===== config.mk =====
export PLATFORM = sky130hd
export DESIGN_NAME = updown_counter
export DESIGN_NICKNAME = d
export VERILOG_FILES = /design/src/rtl/updown_counter.sv
export SDC_FILE = /design/constraint.sdc
export NUM_CORES = 1
export LEC_CHECK = 0
export BUFFER_PORTS_ARGS = -buffer_cell sky130_fd_sc_hd__buf_2
export CAP_MARGIN = 0
export CORE_UTILIZATION = 59
export DETAILED_ROUTE_END_ITERATION = 12
export GPL_ROUTABILITY_DRIVEN = 0
export PLACE_DENSITY = 0.86
export SLEW_MARGIN = 20
export SYNTH_ARGS = -nofsm -noshare
export SYNTH_HDL_FRONTEND = slang
export SYNTH_SLANG_ARGS = --single-unit

===== constraint.sdc =====
create_clock -name clk -period 4.2 [get_ports clk]
set_clock_uncertainty 0.05 [all_clocks]
set_input_delay 0 -clock clk [delete_from_list [all_inputs] [get_ports clk]]
set_output_delay 0 -clock clk [all_outputs]
set_load 0.02 [all_outputs]

===== src/rtl/updown_counter.sv =====
`default_nettype none
// ============================================================================
//  Module      : updown_counter
//  Description : Parametrised synchronous up/down counter with parallel load,
//                wrap-or-saturate boundary handling, a registered rollover
//                pulse and a sticky terminal (done) flag.
//  Ports       : clk, rst         - rising-edge clock, sync active-high reset
//                enable           - advance one step this cycle
//                clear            - synchronous clear to 0
//                load, load_val   - parallel load (clamped to max)
//                dir              - 1 = up, 0 = down
//                wrap             - 1 = wrap at boundary, 0 = saturate
//                max              - inclusive upper bound (lower bound is 0)
//                count            - registered count
//                at_max, at_min   - combinational boundary flags
//                rollover         - one-cycle registered pulse on wrap
//                done             - sticky flag, set when saturation blocks a step
//  Revision    : 1.0 - initial release
// ============================================================================
module updown_counter #(
  parameter int NUM_BITS = 8
) (
  input  logic                clk,
  input  logic                rst,
  input  logic                enable,
  input  logic                clear,
  input  logic                load,
  input  logic [NUM_BITS-1:0] load_val,
  input  logic                dir,
  input  logic                wrap,
  input  logic [NUM_BITS-1:0] max,
  output logic [NUM_BITS-1:0] count,
  output logic                at_max,
  output logic                at_min,
  output logic                rollover,
  output logic                done
);

  localparam logic [NUM_BITS-1:0] c_zero = '0;
  localparam logic [NUM_BITS-1:0] c_one  = {{(NUM_BITS-1){1'b0}}, 1'b1};

  logic [NUM_BITS-1:0] count_q, count_d;
  logic                rollover_q, rollover_d;
  logic                done_q, done_d;

  always_comb begin
    count_d    = count_q;
    rollover_d = 1'b0;
    done_d     = done_q;

    if (clear) begin
      count_d = c_zero;
      done_d  = 1'b0;
    end else if (load) begin
      count_d = (load_val > max) ? max : load_val;
      done_d  = 1'b0;
    end else if (enable) begin
      if (dir) begin
        // Compare before incrementing so the all-ones value never wraps via +1.
        if (count_q >= max) begin
          if (wrap) begin
            count_d    = c_zero;
            rollover_d = 1'b1;
          end else begin
            count_d = max;
            done_d  = 1'b1;
          end
        end else begin
          count_d = count_q + c_one;
        end
      end else begin
        if (count_q > max) begin
          // max was lowered below the current count: snap to it silently.
          count_d = max;
        end else if (count_q != c_zero) begin
          count_d = count_q - c_one;
        end else if (wrap) begin
          count_d    = max;
          rollover_d = 1'b1;
        end else begin
          count_d = c_zero;
          done_d  = 1'b1;
        end
      end
    end
  end

  always_ff @(posedge clk) begin
    if (rst) begin
      count_q    <= c_zero;
      rollover_q <= 1'b0;
      done_q     <= 1'b0;
    end else begin
      count_q    <= count_d;
      rollover_q <= rollover_d;
      done_q     <= done_d;
    end
  end

  assign count    = count_q;
  assign rollover = rollover_q;
  assign done     = done_q;
  assign at_max   = (count_q == max);
  assign at_min   = (count_q == c_zero);

endmodule
`default_nettype wire


---- Word level (Yosys, flattened, before mapping) ----
Cells that the tools add are included.
word-level totals
  register bits ........................... 10
  bits in latches ......................... 0
  bits in writable memories ............... 0
  memory bits (read-only) ................. 0
  input port bits ......................... 23
  output and inout port bits .............. 12
  logic and storage cells ................. 39
  memories ................................ 0
operators by class
  add/subtract/negate cells ............... 2
  multiply operators ...................... 0
  div/mod/pow operators ................... 0
  order comparisons ....................... 3
  eq/ne operators ......................... 4
  shift-type cells ........................ 0
  muxes and demuxes ....................... 19
  bitwise operators ....................... 1
  reduce and logical (&&, ||, !) cells .... 7
operator list
  operator               number
  $mux W8                9
  $gt A8 B8 Y1           2
  $mux W1                10
  $add A8 B1 Y8 const B  1
  $eq A8 B8 Y1           1
  $ge A8 B8 Y1           1
  $logic_not A8 Y1       1
  $reduce_bool A8 Y1     1
  $sub A8 B1 Y8 const B  1
  $ne A2 B2 Y1 const B   2
  $reduce_and A4 Y1      1
  $reduce_or A4 Y1       1
  $reduce_or A3 Y1       1
  $ne A2 B1 Y1 const B   1
  $reduce_bool A2 Y1     1
  $reduce_or A2 Y1       1
  $not A1 Y1             1

---- Depth between registers and ports, before layout ----
Gate-level depths: netlist of the first run.
  word-level depth ........................ 6
  gate-level depth with buffers ........... 10
  mapped depth without buffers ............ 8

---- Least setup slack after synthesis of the first run ----
OpenSTA, ideal clock, no wires.
  path kind ............................... register -> register
  start ................................... reg count_q[0], in the netlist count[0]
  end ..................................... reg count_q[3], in the netlist count[3]
  library setup time ...................... 0.116 ns
  arrival time ............................ 2.352 ns
  data required time ...................... 4.034 ns
  path slack .............................. 1.682 ns
  cell stages (with the launch flop) ...... 9
  buffers on the path ..................... 0
  period minus slack after synthesis ...... 2.518 ns
  cells stage by stage .................... dfxtp_1 -> inv_1 -> ha_1 -> nand4_1 -> nor2_1 -> or2_2 -> a31oi_1 -> a221o_1 -> o211a_1
on the way
  cells in the longest elaborated chain, start to end .. 6
  elaborated cells between the ends (all ways) .. 11
  classes of those cells .................. add/sub: 2; order compare: 2; mux: 6; reduce/logical: 1
RTL lines
  item                                                 RTL line  text
  from (decl)                                          42        logic [NUM_BITS-1:0] count_q, count_d;
  from (signal assigned)                               90        count_q <= c_zero;
  from (signal assigned)                               94        count_q <= count_d;
  $sub A8 B1 Y8 or $reduce_bool A8 Y1 (tied branches)  76, 75
  $mux W8                                              75        end else if (count_q != c_zero) begin
  $mux W8                                              72        if (count_q > max) begin
  $mux W8 (*)                                          58        if (dir) begin
  $mux W8 (*)                                          57        end else if (enable) begin
  $mux W8 (*)                                          54        end else if (load) begin
Every way passes the cells marked *; elsewhere a longest branch is shown, timed or not. The select of a mux whose other input is x is not followed.
A chain may end at the register's enable or synchronous reset.

---- Final worst setup path of the first run ----
  start ................................... reg count_q[7], in the netlist count[7]
  end ..................................... reg count_q[5], in the netlist count[5]
on the way
  cells in the longest elaborated chain, start to end .. 6
  elaborated cells between the ends (all ways) .. 9
  classes of those cells .................. order compare: 2; mux: 6; reduce/logical: 1
RTL lines
  item                                                  RTL line
  branches (longest 3 deep; another with $gt A8 B8 Y1)  n/a
  $mux W8 (*)                                           58
  $mux W8 (*)                                           57
  $mux W8 (*)                                           54
Mark *: on every way between the ends. The select of a mux whose other input is x is not followed.

==> reports/qor.yml, run 1 <==
grt_pass1_vias: 1695
yosys_warnings: 0
drc: 0
cp-end-kind: "register"
die_w_um: 53.7
fp-row-count: 18
drt-wirelength-per-cell_um: 17.7
critical_path.max_fanout: 12
vias: 1777
grt.overflow.total: 0
ys_top_cells_by_count: "inv_1, ha_1, nand2_1, o211ai_1, dfxtp_1"
min_period_over_period: 0.589
worstPathArrival_ps: 2630
yosysTopAreaCell: "ha_1"
ys_types: 47
syn_area_per_cell_sq_um: 7.62
synth.most_common_cell: "inv_1"
ys_seq_area_frac: 0.127
p_leak_nw: 0.836
grt_pass1_wl_mm: 7.67
syn_nets: 249
path_class: "register to register"
drt-initial-drc-count: 114
drt_wl_total_mm: 4.63
hold_violations: 0
cts.sinks: 10
hold_path.class: "primary input to register"
synth_seq_cells: 10
io_pins: 35
crit_required_ps: 4350
fin_util: 0.703
cts.clk_slew.worst_paths_ps: 80
antenna_found_initial: 0
grt_max_degree: 19
hpwl_mm: 3.52
setup_viol: 0
cap_violations: 0
nNetsFinal: 275
areaGrowthSynthToFinish_pct: 11.4
peakVddDrop_v: 0.000270
syn_inst: 207
clockBufferDepth: 2
fmax_mhz: 404
start_util: 0.631
drtPass1Iterations: 5
worstMarginPinSlew_ps: 688
core_sq_um: 2500
report.final.slew_viol_count: 0
p_per_area_nw_per_um2: 235
synth_edf_count: 0
yosys-top-cells-area: "ha_1, dfxtp_1, o211ai_1"
cts_tree: "yes"
grtUsageTotal: 0.367
fp.dieH_um: 53.7
clock_latency_ps: 290
syn_area_sq_um: 1580
dieArea_sq_um: 2880
start_kind: "register"
n_antenna_cell: 0
cts_inserted_buffers: 3
drive_gt1_frac: 0.198
h-tree-depth: 1
rsz0062_at_grt: "no"
detail-route-antenna-nets: 0
placement.io_buffers: 34
fin_setup_tns_ps: 0
viasPerCell: 6.78
min_period_ps: 2480
cts_root_buffer: "clkbuf_4"
synth-async-reset-ratio: 0
synthFlopType: "dfxtp_1"
yosysTopAreaCellShare: 0.151
post_cts_buffers: 0
status: "finished, final reports clean"
slew_headroom: 0.538
where the power goes:
group          internal [mW]  switching [mW]  total [mW]
clock                 0.0528          0.0456      0.0984
combinational         0.0795           0.120       0.199
sequential             0.100          0.0146       0.115
repair_timing:
item                       CTS  global route
gates resized for setup      0             0
hold buffers                 1             0
hold endpoints to repair     1             0
setup endpoints to repair    0             0
final timing paths:
check	startpoint	to	slack, ps	cells past startpoint
worst max-delay path	count[7]	count[5]	1720	7
worst min-delay path	max[7]	count[7]	20	3
worst max register to register	count[7]	count[5]	1720	7
worst min register to register	done	done	410	2
flip-flops by register name (all words and copies together), names as in the netlist:
| signal | flops |
|---|---|
| count | 8 |
| done | 1 |
| rollover | 1 |
worst max-delay path, stage by stage (launching register included):
cell      delay, ps
dfxtp_1         510
ha_1            320
a21oi_1         150
o21a_1          360
nor2_1          120
nor3_2          480
a31oi_1         180
a211oi_1        210
cell families after synthesis:
| family | count (synthesis) | synth area share |
|---|---|---|
| adders and majority gates | 19 | 0.151 |
| and+or+nand+nor | 56 | 0.196 |
| AOI/OAI and AO/OA | 77 | 0.370 |
| muxes | 1 | 0.00635 |
| DFF | 10 | 0.127 |
| xor gates and xnor gates | 10 | 0.0556 |
| buffers and inverters | 34 | 0.0944 |
cell usage in the layout (no fill, tap or decap), drive strengths merged, types with 2 or more instances in the layout:
master,synthesis,layout
xnor2,7,7
o31ai,5,5
a221oi,8,8
dfxtp,10,10
o211ai,12,12
nand2,11,11
nand3,6,6
o211a,8,8
xor2,3,3
ha,19,19
nand4,6,6
a311o,2,2
nor2b,4,4
o21a,4,4
nor2,9,9
nand2b,2,2
inv,20,20
a21oi,9,9
o31a,2,2
o22ai,3,3
a211oi,4,4
buf,7,34
a31oi,4,4
or2,2,2
o21ai,8,8
and4,3,3
nor3,8,8
clkbuf,7,4
through the flow:
step                cells  setup slack [ps]  total power [mW]  hold WS (ps)  cell area [sq um]
floorplan             207              1680             0.256           135               1580
global route          262              1590             0.436          28.5               1760
detailed placement    257              1790             0.309           295               1710
CTS                   262              1790             0.407          13.6               1760
finish                262              1720             0.413          22.9               1760
global placement      257              1830             0.305           287               1710
per-layer routing:
metal,vias to the layer above,track usage,wire length (um)
li1,852,-,-
met1,800,0.448,1940
met2,104,0.603,2050
met3,21,0.0791,495
met4,0,0.175,149
met5,-,0,0
final cells by class:
cell class	instances	area (sq um)
inverter	20	75.1
clock buffer	4	36.3
multi-input combinational	163	1230
sequential	10	200
timing repair buffer	35	180
fill	222	743
tap	30	37.5
(Power assumes the default switching activity.)
==> run 2, diff against run 1 <==
Settings changed: CORE_UTILIZATION 59 to 55, PLACE_DENSITY 0.86 to 0.81.
Clock period 4.2 ns to 2.3 ns, I/O delays scaled along.
==> run 2 against run 1 <==
  * Fmax is 12% higher
  * Via count rose by 1.7%
  * Global-route usage down 4.7 points
  * Clock power rose by 77%
  * Power up 88%
  * Sequential share of layout area down 0.61 points
  * Design area increased by 6.3%
  * Non-clock buffer count rose by 11
  * Largest power group unchanged
  * The run now ends with design-rule violations left
  * Core utilization is 1.9 points lower
  * Worst hold slack barely moved
  * Routed wire length decreased by 0.43%
  * Sequential power increased by 66%
==> reports/qor.yml, run 2 (same netlist as run 1, synthesis figures left out) <==
status: "finished with violations"
violations: "design-rule violations"
layout_commonest_cell: "buf_2"
cpMaxStageDelayCell: "a221o_1"
drt_wl_total_mm: 4.61
start_util: 0.577
cts_tree: "yes"
vias: 1808
hold_ws_ps: 23.4
layout_common_cells: "buf_2, inv_1, ha_1"
peakVddDrop_v: 0.000383
dpl.cell_count: 269
fp.dieH_um: 55.5
slew_headroom: 0.534
switching_share: 0.423
path_class: "register to register"
power_uw: 774
dieArea_sq_um: 3080
layoutNonFillerInstCount: 274
min_period_ps: 2220
core_sq_um: 2730
drt-initial-drc-count: 98
io_pins: 35
critical_path.max_fanout: 5
grtUsageTotal: 0.320
detail-route-antenna-nets: 0
start_kind: "register"
areaGrowthSynthToFinish_pct: 18.5
p_leak_nw: 0.895
worstHoldStart: "max[7]"
placement.io_buffers: 34
report.final.slew_viol_count: 0
clock_latency_ps: 290
grt_pass1_vias: 1673
h-tree-depth: 1
largest_register_ffs: 8
hold_violations: 0
pwr-share-clk: 0.225
hold_path.class: "primary input to register"
rsz0062_at_grt: "no"
worstMarginPinSlew_ps: 699
slowest_delay_ps: 380
setup_viol: 0
p_comb_frac: 0.528
rrSetupSlack_ps: 80
grt_max_degree: 19
cts.clk_slew.worst_paths_ps: 80
grt.overflow.total: 0
drc: 2
die_w_um: 55.5
cp-end-kind: "register"
fp-row-count: 19
final.setup.worst_slack_ps: 82.5
crit_family: "compound AO/OA/AOI/OAI gates"
viasPerCell: 6.60
cts.sinks: 10
worstPathArrival_ps: 2350
clockBufferDepth: 2
cts_inserted_buffers: 3
antenna_found_initial: 0
hold_depth: 3
grt_pass1_wl_mm: 7.73
power_frac_seq: 0.246
cap_violations: 0
drt-wirelength-per-cell_um: 16.8
internal_power_uw: 446
p_per_area_nw_per_um2: 414
min_period_over_period: 0.964
place_ws_ps: 124
drtPass1Iterations: 9
crit_required_ps: 2430
fmax_mhz: 451
whs_endpoint: "count[7]"
nNetsFinal: 286
rr_worst_depth: 7
post_cts_buffers: 0
crit-reg2reg-launch: "count[7]"
n_antenna_cell: 0
fillers: 237
drive_gt1_frac: 0.255
reg2reg_to: "count[3]"
cts_root_buffer: "clkbuf_4"
switchingPower_uw: 327
crit_chain: "ha_1 > nand4_1 > nor2_4 > or2_2 > a31oi_2 > a221o_1 > o211a_1"
hpwl_mm: 3.49
fin_setup_tns_ps: 0
path_buf_inv: 0
-- run 2: cell count changes in the layout (fill, tap and decap cells not counted), sizes merged --
| cell | change |
|---|---|
| buf | +11 |
-- run 2: what timing repair did --
item	in CTS	in global routing
setup endpoints to repair	0	3
gates resized for setup	0	5
hold buffers	1	0
endpoints found under the hold margin	1	0
-- run 2: worst max-delay path by stage --
stage | cells past startpoint | slack [ps] | startpoint | to
global route | 7 | 8 | count[0] | count[2]
floorplan | 8 | 60 | count[7] | count[2]
CTS | 7 | 100 | count[0] | count[2]
global placement | 7 | 180 | count[0] | count[4]
detailed placement | 7 | 120 | count[0] | count[2]
finish | 7 | 80 | count[7] | count[3]
-- run 2: power by group through the flow --
stage          Clock (mW)  Combinational, mW  Sequential (mW)
2_1_floorplan           0              0.258            0.211
3_3_place_gp            0              0.383            0.194
3_5_place_dp            0              0.388            0.195
4_1_cts             0.174              0.392            0.190
5_1_grt             0.183              0.452            0.192
6_report            0.174              0.409            0.191
-- run 2: layout make-up --
type,count,area (sq um),area share
repair buffers,46,263,0.141
multi-input cells,163,1250,0.671
inverters,20,75.1,0.0402
well taps,31,38.8,0.0208
clock buffers,4,36.3,0.0194
flip-flops and latches,10,201,0.108
-- run 2: tightest hold or removal path, cell delays in order --
cell and delay (ps):
buf_2 120, a221oi_1 100, o22ai_1 110
-- run 2: layer usage --
layer  wire length, um  GRT usage  up-vias
li1                  -          -      871
met1              1980      0.419      833
met2              2170      0.523       89
met3               334     0.0656       15
met4               131      0.107        0
met5                 0          0        -
-- run 2: stage by stage --
| step | utilization | cell area (sq um) |
|---|---|---|
| after floorplan | - | 1590 |
| after global placement | 0.659 | 1800 |
| after detailed placement | 0.659 | 1800 |
| after CTS | 0.676 | 1850 |
| after global routing | 0.683 | 1870 |
| final | 0.683 | 1870 |
==> run 3, diff against run 2 <==
Settings changed: CORE_UTILIZATION 55 to 47, PLACE_DENSITY 0.81 to 0.71, SETUP_SLACK_MARGIN set to 0.05.
==> run 3 against run 2 <==
  * The run now ends clean
  * Core utilization decreased by 6.0 points
  * Sequential share of layout area decreased by 0.32 points
  * Clock power about the same
  * Largest cell class unchanged
  * Design area increased by 4.4%
  * Worst hold slack improved by 18 ps
==> reports/qor.yml, run 3 (same netlist as run 1, synthesis figures left out) <==
p_leak_nw: 0.926
drtPass1Iterations: 7
min_period_ps: 2220
cts.clk_slew.worst_paths_ps: 80
cap_violations: 0
layoutNonFillerInstCount: 292
grt_pass1_wl_mm: 7.49
core_sq_um: 3130
vias: 1820
clockBufferDepth: 2
viasPerCell: 6.23
fin_util: 0.623
fp-row-count: 20
cts_inserted_buffers: 3
whs_endpoint: "count[7]"
drt-wirelength-per-cell_um: 16.5
worstMarginPinSlew_ps: 595
report.final.slew_viol_count: 0
start_kind: "register"
h-tree-depth: 1
grtUsageTotal: 0.281
regArea_sq_um: 204
drive_gt1_frac: 0.274
io_pins: 35
setup_viol: 0
n_antenna_cell: 0
p_per_area_nw_per_um2: 405
worstPathArrival_ps: 2330
placement.io_buffers: 34
drt_wl_total_mm: 4.81
grt_pass1_vias: 1599
power_uw: 790
status: "finished, final reports clean"
worstHoldStart: "max[7]"
cpMaxStageDelayCell: "a221oi_1"
layout_common_cells: "buf_2, inv_1, ha_1, buf_4"
hold_violations: 0
start_util: 0.504
detail-route-antenna-nets: 0
clock_latency_ps: 280
reg2reg_to: "count[7]"
rrSetupSlack_ps: 80
cts_root_buffer: "clkbuf_4"
dpl.cell_count: 283
hpwl_mm: 3.70
place_ws_ps: 105
slowest_delay_ps: 420
multi_input_area_sq_um: 1280
die_w_um: 59.9
areaGrowthSynthToFinish_pct: 23.7
critical_path.max_fanout: 5
fp.dieH_um: 59.9
crit-reg2reg-launch: "count[0]"
rr_worst_depth: 8
dieArea_sq_um: 3590
grt.overflow.total: 0
hold_path.class: "primary input to register"
cts_tree: "yes"
final.setup.worst_slack_ps: 78.7
peakVddDrop_v: 0.000307
nNetsFinal: 291
grt_max_degree: 19
slew_headroom: 0.602
drc: 0
path_class: "register to register"
drt-initial-drc-count: 154
hold_depth: 3
fin_setup_tns_ps: 0
fmax_mhz: 450
layout_commonest_cell: "buf_2"
crit_required_ps: 2410
crit_chain: "inv_1 > ha_1 > nand4_1 > nor2_4 > or2_4 > nand3_1 > a221oi_1 > o22ai_1"
antenna_found_initial: 0
cts.sinks: 10
largest_register_ffs: 8
min_period_over_period: 0.966
rsz0062_at_grt: "no"
fillers: 304
cp-end-kind: "register"
-- run 3: layout make-up --
type | instances | area share
multi-input cells | 163 | 0.656
repair buffers | 51 | 0.154
flip-flops and latches | 10 | 0.105
inverters | 20 | 0.0385
well taps | 44 | 0.0282
clock buffers | 4 | 0.0186
-- run 3: per-stage QoR --
stage / hold WS, ps / area (sq um)
after floorplan: 135 / 1590
after global placement: 286 / 1830
after detailed placement: 280 / 1830
after CTS: 25.8 / 1870
after global routing: 14.0 / 1950
final: 41.4 / 1950
-- run 3: power by group --
group,internal (mW),switching (mW)
Sequential,0.183,0.00601
Combinational,0.174,0.250
Clock,0.0965,0.0801
-- run 3: worst max path at each step --
stage               end  cells past startpoint  slack (ps)  startpoint
2_1_floorplan  count[2]                      8          60    count[7]
3_3_place_gp   count[2]                      7         110    count[0]
3_5_place_dp   count[2]                      7         110    count[0]
4_1_cts        count[2]                      7          80    count[0]
5_1_grt        count[0]                      8          30    count[0]
6_report       count[7]                      8          80    count[0]
-- run 3: metal layers --
metal | part of all wire | vias to the layer above | GRT usage
met1 | 0.44 | 820 | 0.370
met2 | 0.46 | 90 | 0.481
li1 | - | 889 | -
met4 | 0.030 | 0 | 0.0631
met5 | 0 | - | 0
met3 | 0.067 | 21 | 0.0411
-- run 3: critical path: cells and delay by family, from the launching register on --
kind / cells / cell delay (ps)
AOI/OAI and AO/OA: 2 / 530
adders and majority gates: 1 / 270
buffers and inverters: 1 / 60
DFF: 1 / 360
and+or+nand+nor: 4 / 820
-- run 3: what timing repair did --
| action | in CTS | in global routing |
|---|---|---|
| resized for setup | 0 | 10 |
| buffers inserted | 0 | 4 |
| hold buffers | 1 | 0 |
| endpoints found under the hold margin | 1 | 0 |
| endpoints found under the setup margin | 0 | 8 |
